===== src/rtl/seq_det_ctrl.sv =====
// Serial pattern detector with run/window control.
// Compares the most recent cfg_len accepted bits against a programmable
// pattern. It counts matches per run and can stop a run after a fixed
// number of accepted bits.
// Ports:
//   clk, rst                 clock, async active-low reset
//   cfg_we/cfg_pattern/      configuration write; accepted only in IDLE
//   cfg_len/cfg_overlap
//   cfg_window               accepted-bit budget per run (0 = unlimited), sampled on start
//   start, stop              arm a run / abort to IDLE (stop wins)
//   in_valid, in_bit         qualified serial input
//   busy, done               registered RUN / DONE decodes
//   detected                 one-cycle match pulse
//   match_cnt                saturating match count for the current run
//   cfg_err                  sticky illegal-configuration flag
module seq_det_ctrl (
  input  logic        clk,
  input  logic        rst,
  input  logic        cfg_we,
  input  logic [7:0]  cfg_pattern,
  input  logic [3:0]  cfg_len,
  input  logic        cfg_overlap,
  input  logic [15:0] cfg_window,
  input  logic        start,
  input  logic        stop,
  input  logic        in_valid,
  input  logic        in_bit,
  output logic        busy,
  output logic        detected,
  output logic [7:0]  match_cnt,
  output logic        done,
  output logic        cfg_err
);

  localparam int unsigned PAT_W = 8;
  localparam int unsigned LEN_W = 4;
  localparam int unsigned WIN_W = 16;
  localparam int unsigned CNT_W = 8;

  typedef enum logic [1:0] {
    ST_IDLE = 2'd0,
    ST_RUN  = 2'd1,
    ST_DONE = 2'd2
  } state_e;

  state_e             state_q, state_d;
  logic [PAT_W-1:0]   pattern_q, pattern_d;
  logic [LEN_W-1:0]   len_q, len_d;
  logic               overlap_q, overlap_d;
  logic [WIN_W-1:0]   window_q, window_d;
  logic [PAT_W-1:0]   hist_q, hist_d;
  logic [LEN_W-1:0]   fill_q, fill_d;
  logic [WIN_W-1:0]   bit_cnt_q, bit_cnt_d;
  logic [CNT_W-1:0]   match_cnt_q, match_cnt_d;
  logic               detected_q, detected_d;
  logic               cfg_err_q, cfg_err_d;
  logic               busy_q, busy_d;
  logic               done_q, done_d;

  logic [PAT_W-1:0]   hist_new;
  logic [LEN_W-1:0]   fill_new;
  logic [PAT_W-1:0]   len_mask;
  logic [WIN_W-1:0]   bit_cnt_inc;
  logic               is_match;
  logic               cfg_len_ok;

  // Match is judged on the history including the bit being accepted now.
  always_comb begin
    hist_new    = {hist_q[PAT_W-2:0], in_bit};
    fill_new    = (fill_q >= LEN_W'(PAT_W)) ? LEN_W'(PAT_W) : fill_q + LEN_W'(1);
    len_mask    = PAT_W'((9'd1 << len_q) - 9'd1);
    is_match    = (fill_new >= len_q) && (((hist_new ^ pattern_q) & len_mask) == '0);
    bit_cnt_inc = bit_cnt_q + WIN_W'(1);
    cfg_len_ok  = (cfg_len != '0) && (cfg_len <= LEN_W'(PAT_W));
  end

  // Next-state and output logic.
  always_comb begin
    state_d     = state_q;
    pattern_d   = pattern_q;
    len_d       = len_q;
    overlap_d   = overlap_q;
    window_d    = window_q;
    hist_d      = hist_q;
    fill_d      = fill_q;
    bit_cnt_d   = bit_cnt_q;
    match_cnt_d = match_cnt_q;
    detected_d  = 1'b0;
    cfg_err_d   = cfg_err_q;

    // Configuration writes only land in IDLE with a legal length.
    if (cfg_we) begin
      if ((state_q == ST_IDLE) && cfg_len_ok) begin
        pattern_d = cfg_pattern;
        len_d     = cfg_len;
        overlap_d = cfg_overlap;
      end else begin
        cfg_err_d = 1'b1;
      end
    end

    case (state_q)
      ST_IDLE, ST_DONE: begin
        if (stop) begin
          state_d = ST_IDLE;
        end else if (start) begin
          state_d     = ST_RUN;
          hist_d      = '0;
          fill_d      = '0;
          bit_cnt_d   = '0;
          match_cnt_d = '0;
          cfg_err_d   = 1'b0;
          window_d    = cfg_window;
        end
      end
      ST_RUN: begin
        if (in_valid) begin
          hist_d    = hist_new;
          fill_d    = fill_new;
          bit_cnt_d = bit_cnt_inc;
          if (is_match) begin
            detected_d = 1'b1;
            if (match_cnt_q != '1) begin
              match_cnt_d = match_cnt_q + CNT_W'(1);
            end
            // Non-overlapping mode: matched bits may not seed the next match.
            if (!overlap_q) begin
              fill_d = '0;
            end
          end
        end
        if (stop) begin
          state_d = ST_IDLE;
        end else if (in_valid && (window_q != '0) && (bit_cnt_inc == window_q)) begin
          state_d = ST_DONE;
        end
      end
      default: state_d = ST_IDLE;
    endcase

    busy_d = (state_d == ST_RUN);
    done_d = (state_d == ST_DONE);
  end

  // State and output registers.
  always_ff @(posedge clk or negedge rst) begin
    if (!rst) begin
      state_q     <= ST_IDLE;
      pattern_q   <= '0;
      len_q       <= LEN_W'(1);
      overlap_q   <= 1'b1;
      window_q    <= '0;
      hist_q      <= '0;
      fill_q      <= '0;
      bit_cnt_q   <= '0;
      match_cnt_q <= '0;
      detected_q  <= 1'b0;
      cfg_err_q   <= 1'b0;
      busy_q      <= 1'b0;
      done_q      <= 1'b0;
    end else begin
      state_q     <= state_d;
      pattern_q   <= pattern_d;
      len_q       <= len_d;
      overlap_q   <= overlap_d;
      window_q    <= window_d;
      hist_q      <= hist_d;
      fill_q      <= fill_d;
      bit_cnt_q   <= bit_cnt_d;
      match_cnt_q <= match_cnt_d;
      detected_q  <= detected_d;
      cfg_err_q   <= cfg_err_d;
      busy_q      <= busy_d;
      done_q      <= done_d;
    end
  end

  assign busy      = busy_q;
  assign done      = done_q;
  assign detected  = detected_q;
  assign match_cnt = match_cnt_q;
  assign cfg_err   = cfg_err_q;

endmodule


===== config.mk =====
export PLATFORM = sky130hd
export DESIGN_NAME = seq_det_ctrl
export DESIGN_NICKNAME = d
export VERILOG_FILES = /design/src/rtl/seq_det_ctrl.sv
export SDC_FILE = /design/constraint.sdc
export NUM_CORES = 1
export LEC_CHECK = 0
export BUFFER_PORTS_ARGS = -buffer_cell sky130_fd_sc_hd__buf_2
export CORE_ASPECT_RATIO = 2
export CORE_MARGIN = 1.5
export CORE_UTILIZATION = 46
export CTS_BUF_LIST = sky130_fd_sc_hd__clkbuf_4 sky130_fd_sc_hd__clkbuf_8
export CTS_CLUSTER_SIZE = 16
export DETAILED_ROUTE_END_ITERATION = 8
export PLACE_DENSITY = 0.76
export SYNTH_ARGS = -nofsm -noshare
export SYNTH_HDL_FRONTEND = slang
export SYNTH_SLANG_ARGS = --single-unit
export TNS_END_PERCENT = 50

===== constraint.sdc =====
create_clock -name clk -period 5.2 [get_ports clk]
set_input_delay 1.04 -clock clk [delete_from_list [all_inputs] [get_ports clk]]
set_output_delay 1.04 -clock clk [all_outputs]
set_load 0.01 [all_outputs]

## After elaboration in Yosys (flattened, before gate mapping)

Index checks and enable logic that the tools add are counted.
W data, S select, Z words.

- Memories: 0
- Word-level logic and storage cells: 82
- Latch bits: 0
- Output and inout port bits: 12
- Register bits: 70
- RAM bits: 0
- Bits in read-only memories: 0
- Input port bits: 36

- Magnitude comparators: 3
- Equal/unequal tests: 11
- Divide/modulo/power cells: 0
- Reduce and logical (&&, ||, !) cells: 15
- $mul: 0
- Shift operators: 1
- Bitwise gates (word level): 3
- $add $sub $neg: 4
- Muxes and demuxes: 32

Operators by type and width:

| cell | count |
|---|---|
| $mux W16 | 3 |
| $mux W8 | 5 |
| $pmux W16 S2 | 1 |
| $mux W4 | 6 |
| $add A16 B1 Y16 const B | 1 |
| $eq A16 B16 Y1 | 1 |
| $pmux W8 S2 | 1 |
| $reduce_bool A16 Y1 | 1 |
| $pmux W7 S2 | 1 |
| $ne A2 B2 Y1 const B | 5 |
| $add A8 B1 Y8 const B | 1 |
| $and A8 B8 Y8 | 1 |
| $logic_not A8 Y1 | 1 |
| $mux W1 | 8 |
| $mux W2 | 4 |
| $ne A8 B8 Y1 const B | 1 |
| $pmux W4 S2 | 1 |
| $shl A1 B4 Y8 const A | 1 |
| $sub A8 B1 Y8 const B | 1 |
| $xor A8 B8 Y8 | 1 |
| $mux W7 | 1 |
| $reduce_and A6 Y1 | 1 |
| $logic_and A1 B1 Y1 | 5 |
| $add A4 B1 Y4 const B | 1 |
| other kinds (14) | 16 |

## Longest topological paths before layout

- Word-level depth: 8
- Depth in mapped cells: 12
- Mapped depth without buffers: 10

## Worst setup path before layout

No wires, ideal clock.

- Kind: register -> register
- Start point: reg len_q[2]
- End point: reg match_cnt_q[6], in the netlist match_cnt[6]
- Buffers on the path: 1
- Library setup time: 0.132 ns
- Slack: 2.538 ns
- Data arrival time: 2.530 ns
- Cell stages (with the launch flop): 10
- Cell sequence: dfrtp_1 > buf_6 > or4_4 > ha_1 > mux2_2 > a22oi_1 > o22ai_1 > or4_1 > xor2_1 > nor2_1

- Word-level cells in the longest chain between the ends: 7

RTL lines:

| element | RTL line | text |
|---|---|---|
| start, declared | 48 | `logic [LEN_W-1:0] len_q, len_d;` |
| start signal, assigned | 164 | `len_q <= len_d;` |
| $shl A1 B4 Y8 | 71 | `len_mask = PAT_W'((9'd1 << len_q) - 9'd1);` |
| $sub A8 B1 Y8 | 71 |  |
| $and A8 B8 Y8 | 72 | `is_match = (fill_new >= len_q) && (((hist_new ^ pattern_q) & len_mask) == '0);` |
| $logic_not A8 Y1 | 72 |  |
| $logic_and A1 B1 Y1 * | 72 |  |
| $ne A2 B2 Y1 (no line) * | - |  |
| $reduce_and A6 Y1 (no line) * | - |  |
| end signal, assigned | 170 | `match_cnt_q <= match_cnt_d;` |
| end, declared | 54 | `logic [CNT_W-1:0] match_cnt_q, match_cnt_d;` |

Mark *: on every way between the ends. The rest lies on a longest branch, timed or not.
A chain may end at the register's enable or synchronous reset.

## Worst setup path in the final report

- Start point: reg len_q[2]
- End point: reg match_cnt_q[4], in the netlist match_cnt[4]

The elaborated chain is that of the path after synthesis.

==> impl_metrics.py <==
metrics = {
    "yosys": {
        "async_flop_share_pct": 100,
        "synth_flop_cell": "dfrtp_1",
        "synth_area_leaders": "dfrtp_1 44%, nand2_1 7.6%, xnor2_1 4.3%, mux2_1 4.0%, o21ai_1 3.1%",
        "yosysTopAreaCell": "dfrtp_1",
        "yosys_warnings": 0,
        "yosys.cell_types.count": 60,
        "syn_area_mm2": 0.00391,
        "avgSynthCellArea_um2": 9.44,
        "ys_ff_latch": 70,
        "ys_seq_area_share_pct": 44.9,
        "synth_cells": 414,
        "synthDominantCellAreaShare_pct": 43.5,
        "synth_nets": 459,
        "synth_edf_count": 0,
    },
    "worst_setup_path": {
        "critPathArrivalTime_ps": 3350,
        "max_stage_delay_ps": 630,
        "r2r_cells": 8,
        "path_cells": "or4_4 -> ha_1 -> mux2_2 -> a22oi_1 -> o22ai_1 -> nor3_2 -> a31oi_1 -> a41o_1",
        "end_kind": "register",
        "ff2ff_setup_slack_ps": 2080,
        "crit_path_start_kind": "register",
        "cp_data_required_time_ps": 5430,
        "critPathMaxFanout": 12,
        "reg2reg_from": "len_q[2]$_DFFE_PN0P_",
        "critPathKind": "register to register",
        "worstReg2RegEnd": "match_cnt[4]$_DFFE_PN0P_",
        "cp_slowest_cell": "nor3_2",
    },
    "sta": {
        "finClkSkew_ps": 12.1,
        "final_hold_viol_count": 0,
        "drv_slew": 0,
        "final-setup-viol-count": 0,
        "finalCriticalPeriod_ps": 3120,
        "slew_headroom_pct": 40.9,
        "rsz0062_at_grt": "no",
        "fmax_mhz": 321,
        "min_period_over_period_pct": 60.0,
        "final.setup.tns_ps": 0,
        "timing.final.ws_setup_ps": 2080,
        "worst_slew_pin_slew_ps": 885,
    },
    "worst_hold_path": {
        "min_from": "bit_cnt_q[15]$_DFFE_PN0P_",
        "hold_path_class": "register to register",
        "min_path_cells": 1,
        "hold_end": "bit_cnt_q[15]$_DFFE_PN0P_",
    },
    "place": {
        "post-place-ws_ps": 2100,
        "place_congestion": 0.880,
        "io_buffers": 47,
        "place_hpwl_mm": 6.93,
        "post-place-cells": 540,
        "dpl_cell_area_mm2": 0.00419,
    },
    "finish": {
        "area_delta_synth_final_pct": 13.2,
        "layout-drive-gt1-share_pct": 17.2,
        "fill_cells": 751,
        "final_util_pct": 53.8,
        "final_cell_mix": "79 x nand2_1, 68 x dfrtp_1, 47 x buf_2",
        "final_nets": 498,
        "n_antenna_cell": 0,
        "layout_commonest_cell": "nand2_1",
        "finalNonFillerCells": 556,
        "design_area_mm2": 0.00443,
    },
    "floorplan": {
        "io_pins": 48,
        "dieHeight_um": 133,
        "die_w_um": 68.2,
        "core_area_mm2": 0.00823,
        "row_count": 47,
        "start_util_pct": 47.5,
        "dieArea_mm2": 0.00909,
    },
    "power": {
        "p_int_mw": 1.10,
        "p_comb_share_pct": 22.2,
        "p_sw_mw": 0.492,
        "p_leak_nw": 2.09,
        "power_frac_seq_pct": 44.4,
        "swShare_pct": 31.0,
        "powerDensity_mw_per_mm2": 359,
        "vdd_drop_max_mv": 0.223,
        "clockPowerShare_pct": 33.4,
    },
    "clock_network": {
        "cts_root_buf": "clkbuf_8",
        "clk_pin_slew_ps": 80,
        "numCtsBuffers": 9,
        "clock_path_buffers": 2,
        "htreeDepth": 3,
        "clk_latency_ps": 360,
        "tritoncts": "done",
        "cts_hold_buf": 0,
        "postCtsSetupBuffers": 0,
        "clock-sinks": 70,
        "cts_resized": 0,
    },
    "route": {
        "wl_per_cell_um": 17.1,
        "drc": 0,
        "vias_per_cell": 5.85,
        "first_pass_iters": 5,
        "drtIter0Drc": 226,
        "finalWirelength_mm": 9.52,
        "num_vias": 3252,
        "ant_nets": 0,
    },
    "grt": {
        "grt_pass1_wl_mm": 15.7,
        "grt_max_degree": 39,
        "grt_pass1_vias": 3268,
        "antenna_found_initial": 0,
        "track_usage_pct": 23.0,
        "grt_overflow_total": 0,
    },
    "outcome": {
        "status": "finished clean",
    },
    "flow_run": {
        "drv_cap": 0,
    },
}
==> through the flow <==
step | hold WS [ps] | total power, mW
6_report | 499 | 1.59
2_1_floorplan | 460 | 0.957
3_3_place_gp | 492 | 1.05
5_1_grt | 528 | 1.67
4_1_cts | 504 | 1.60
3_5_place_dp | 489 | 1.07
==> sequential cells by signal, summed over array words and instances, names as in the netlist <==
signal / flops
state_q: 2
match_cnt: 8
pattern_q: 8
hist_q: 7
cfg_err: 1
detected: 1
overlap_q: 1
window_q: 16
bit_cnt_q: 16
done: 1
fill_q: 4
len_q: 4
busy: 1
==> power by group through the flow <==
stage	clock, mW	sequential [mW]	combinational (mW)
after floorplan	0	0.684	0.273
after detailed placement	0	0.714	0.352
after global routing	0.562	0.715	0.395
final	0.531	0.705	0.353
after CTS	0.539	0.703	0.354
after global placement	0	0.709	0.342
==> cells in the mapped netlist, types with 4 or more instances <==
cell and instances:
a21oi_1 12, a22o_1 10, a31oi_1 5, and2_1 6
and3_1 4, buf_1 4, buf_2 5, clkbuf_1 11
dfrtp_1 68, ha_1 9, inv_1 7, mux2_1 14
nand2_1 79, nand3_1 12, nand4_1 8, nor2_1 24
nor3_1 7, nor4_1 7, o21ai_0 5, o21ai_1 24
o31ai_1 5, o41ai_1 4, xnor2_1 19, xor2_1 13
==> worst max-delay path, delay by kind of cell, from the launching register on <==
family | cells | cell delay [ps]
mux | 1 | 280
fa+ha+maj | 1 | 280
flops | 1 | 480
simple gates | 2 | 1210
compound gates | 4 | 740
==> cell families (layout without fill, tap and decap cells) <==
group	Yosys count	after routing	synth area share, %
simple gates	169	169	21.6
compound gates	88	88	15.3
flops	70	70	44.9
xor+xnor	32	32	7.17
buf+inv	28	72	3.04
mux	18	18	5.09
fa+ha+maj	9	9	2.88
==> cell type report <==
type,count,area [µm²],area share (%)
timing repair buffer,49,250,5.65
multi-input combinational,316,2040,46.0
clock buffer,9,124,2.80
tap,98,123,2.77
inverter,7,26.3,0.594
sequential,70,1750,39.6
clock inverter,7,113,2.54
==> how the worst max path moves through the flow <==
stage                               end  slack [ps]            startpoint
2_1_floorplan  match_cnt[6]$_DFFE_PN0P_        2540  len_q[2]$_DFFE_PN0P_
3_3_place_gp   match_cnt[4]$_DFFE_PN0P_        2150  len_q[2]$_DFFE_PN0P_
3_5_place_dp   match_cnt[4]$_DFFE_PN0P_        2100  len_q[2]$_DFFE_PN0P_
4_1_cts        match_cnt[4]$_DFFE_PN0P_        2060  len_q[2]$_DFFE_PN0P_
5_1_grt        match_cnt[4]$_DFFE_PN0P_        1870  len_q[2]$_DFFE_PN0P_
6_report       match_cnt[4]$_DFFE_PN0P_        2080  len_q[2]$_DFFE_PN0P_
==> routing by layer <==
metal | vias up | global-route usage (%) | share of wire, %
met5 | - | 0 | 0
met1 | 1577 | 24.7 | 36
met3 | 24 | 4.73 | 3.4
met4 | 0 | 11.9 | 3.8
met2 | 83 | 40.4 | 57
li1 | 1568 | - | -
Note: power is estimated with default switching activity, not from simulation.
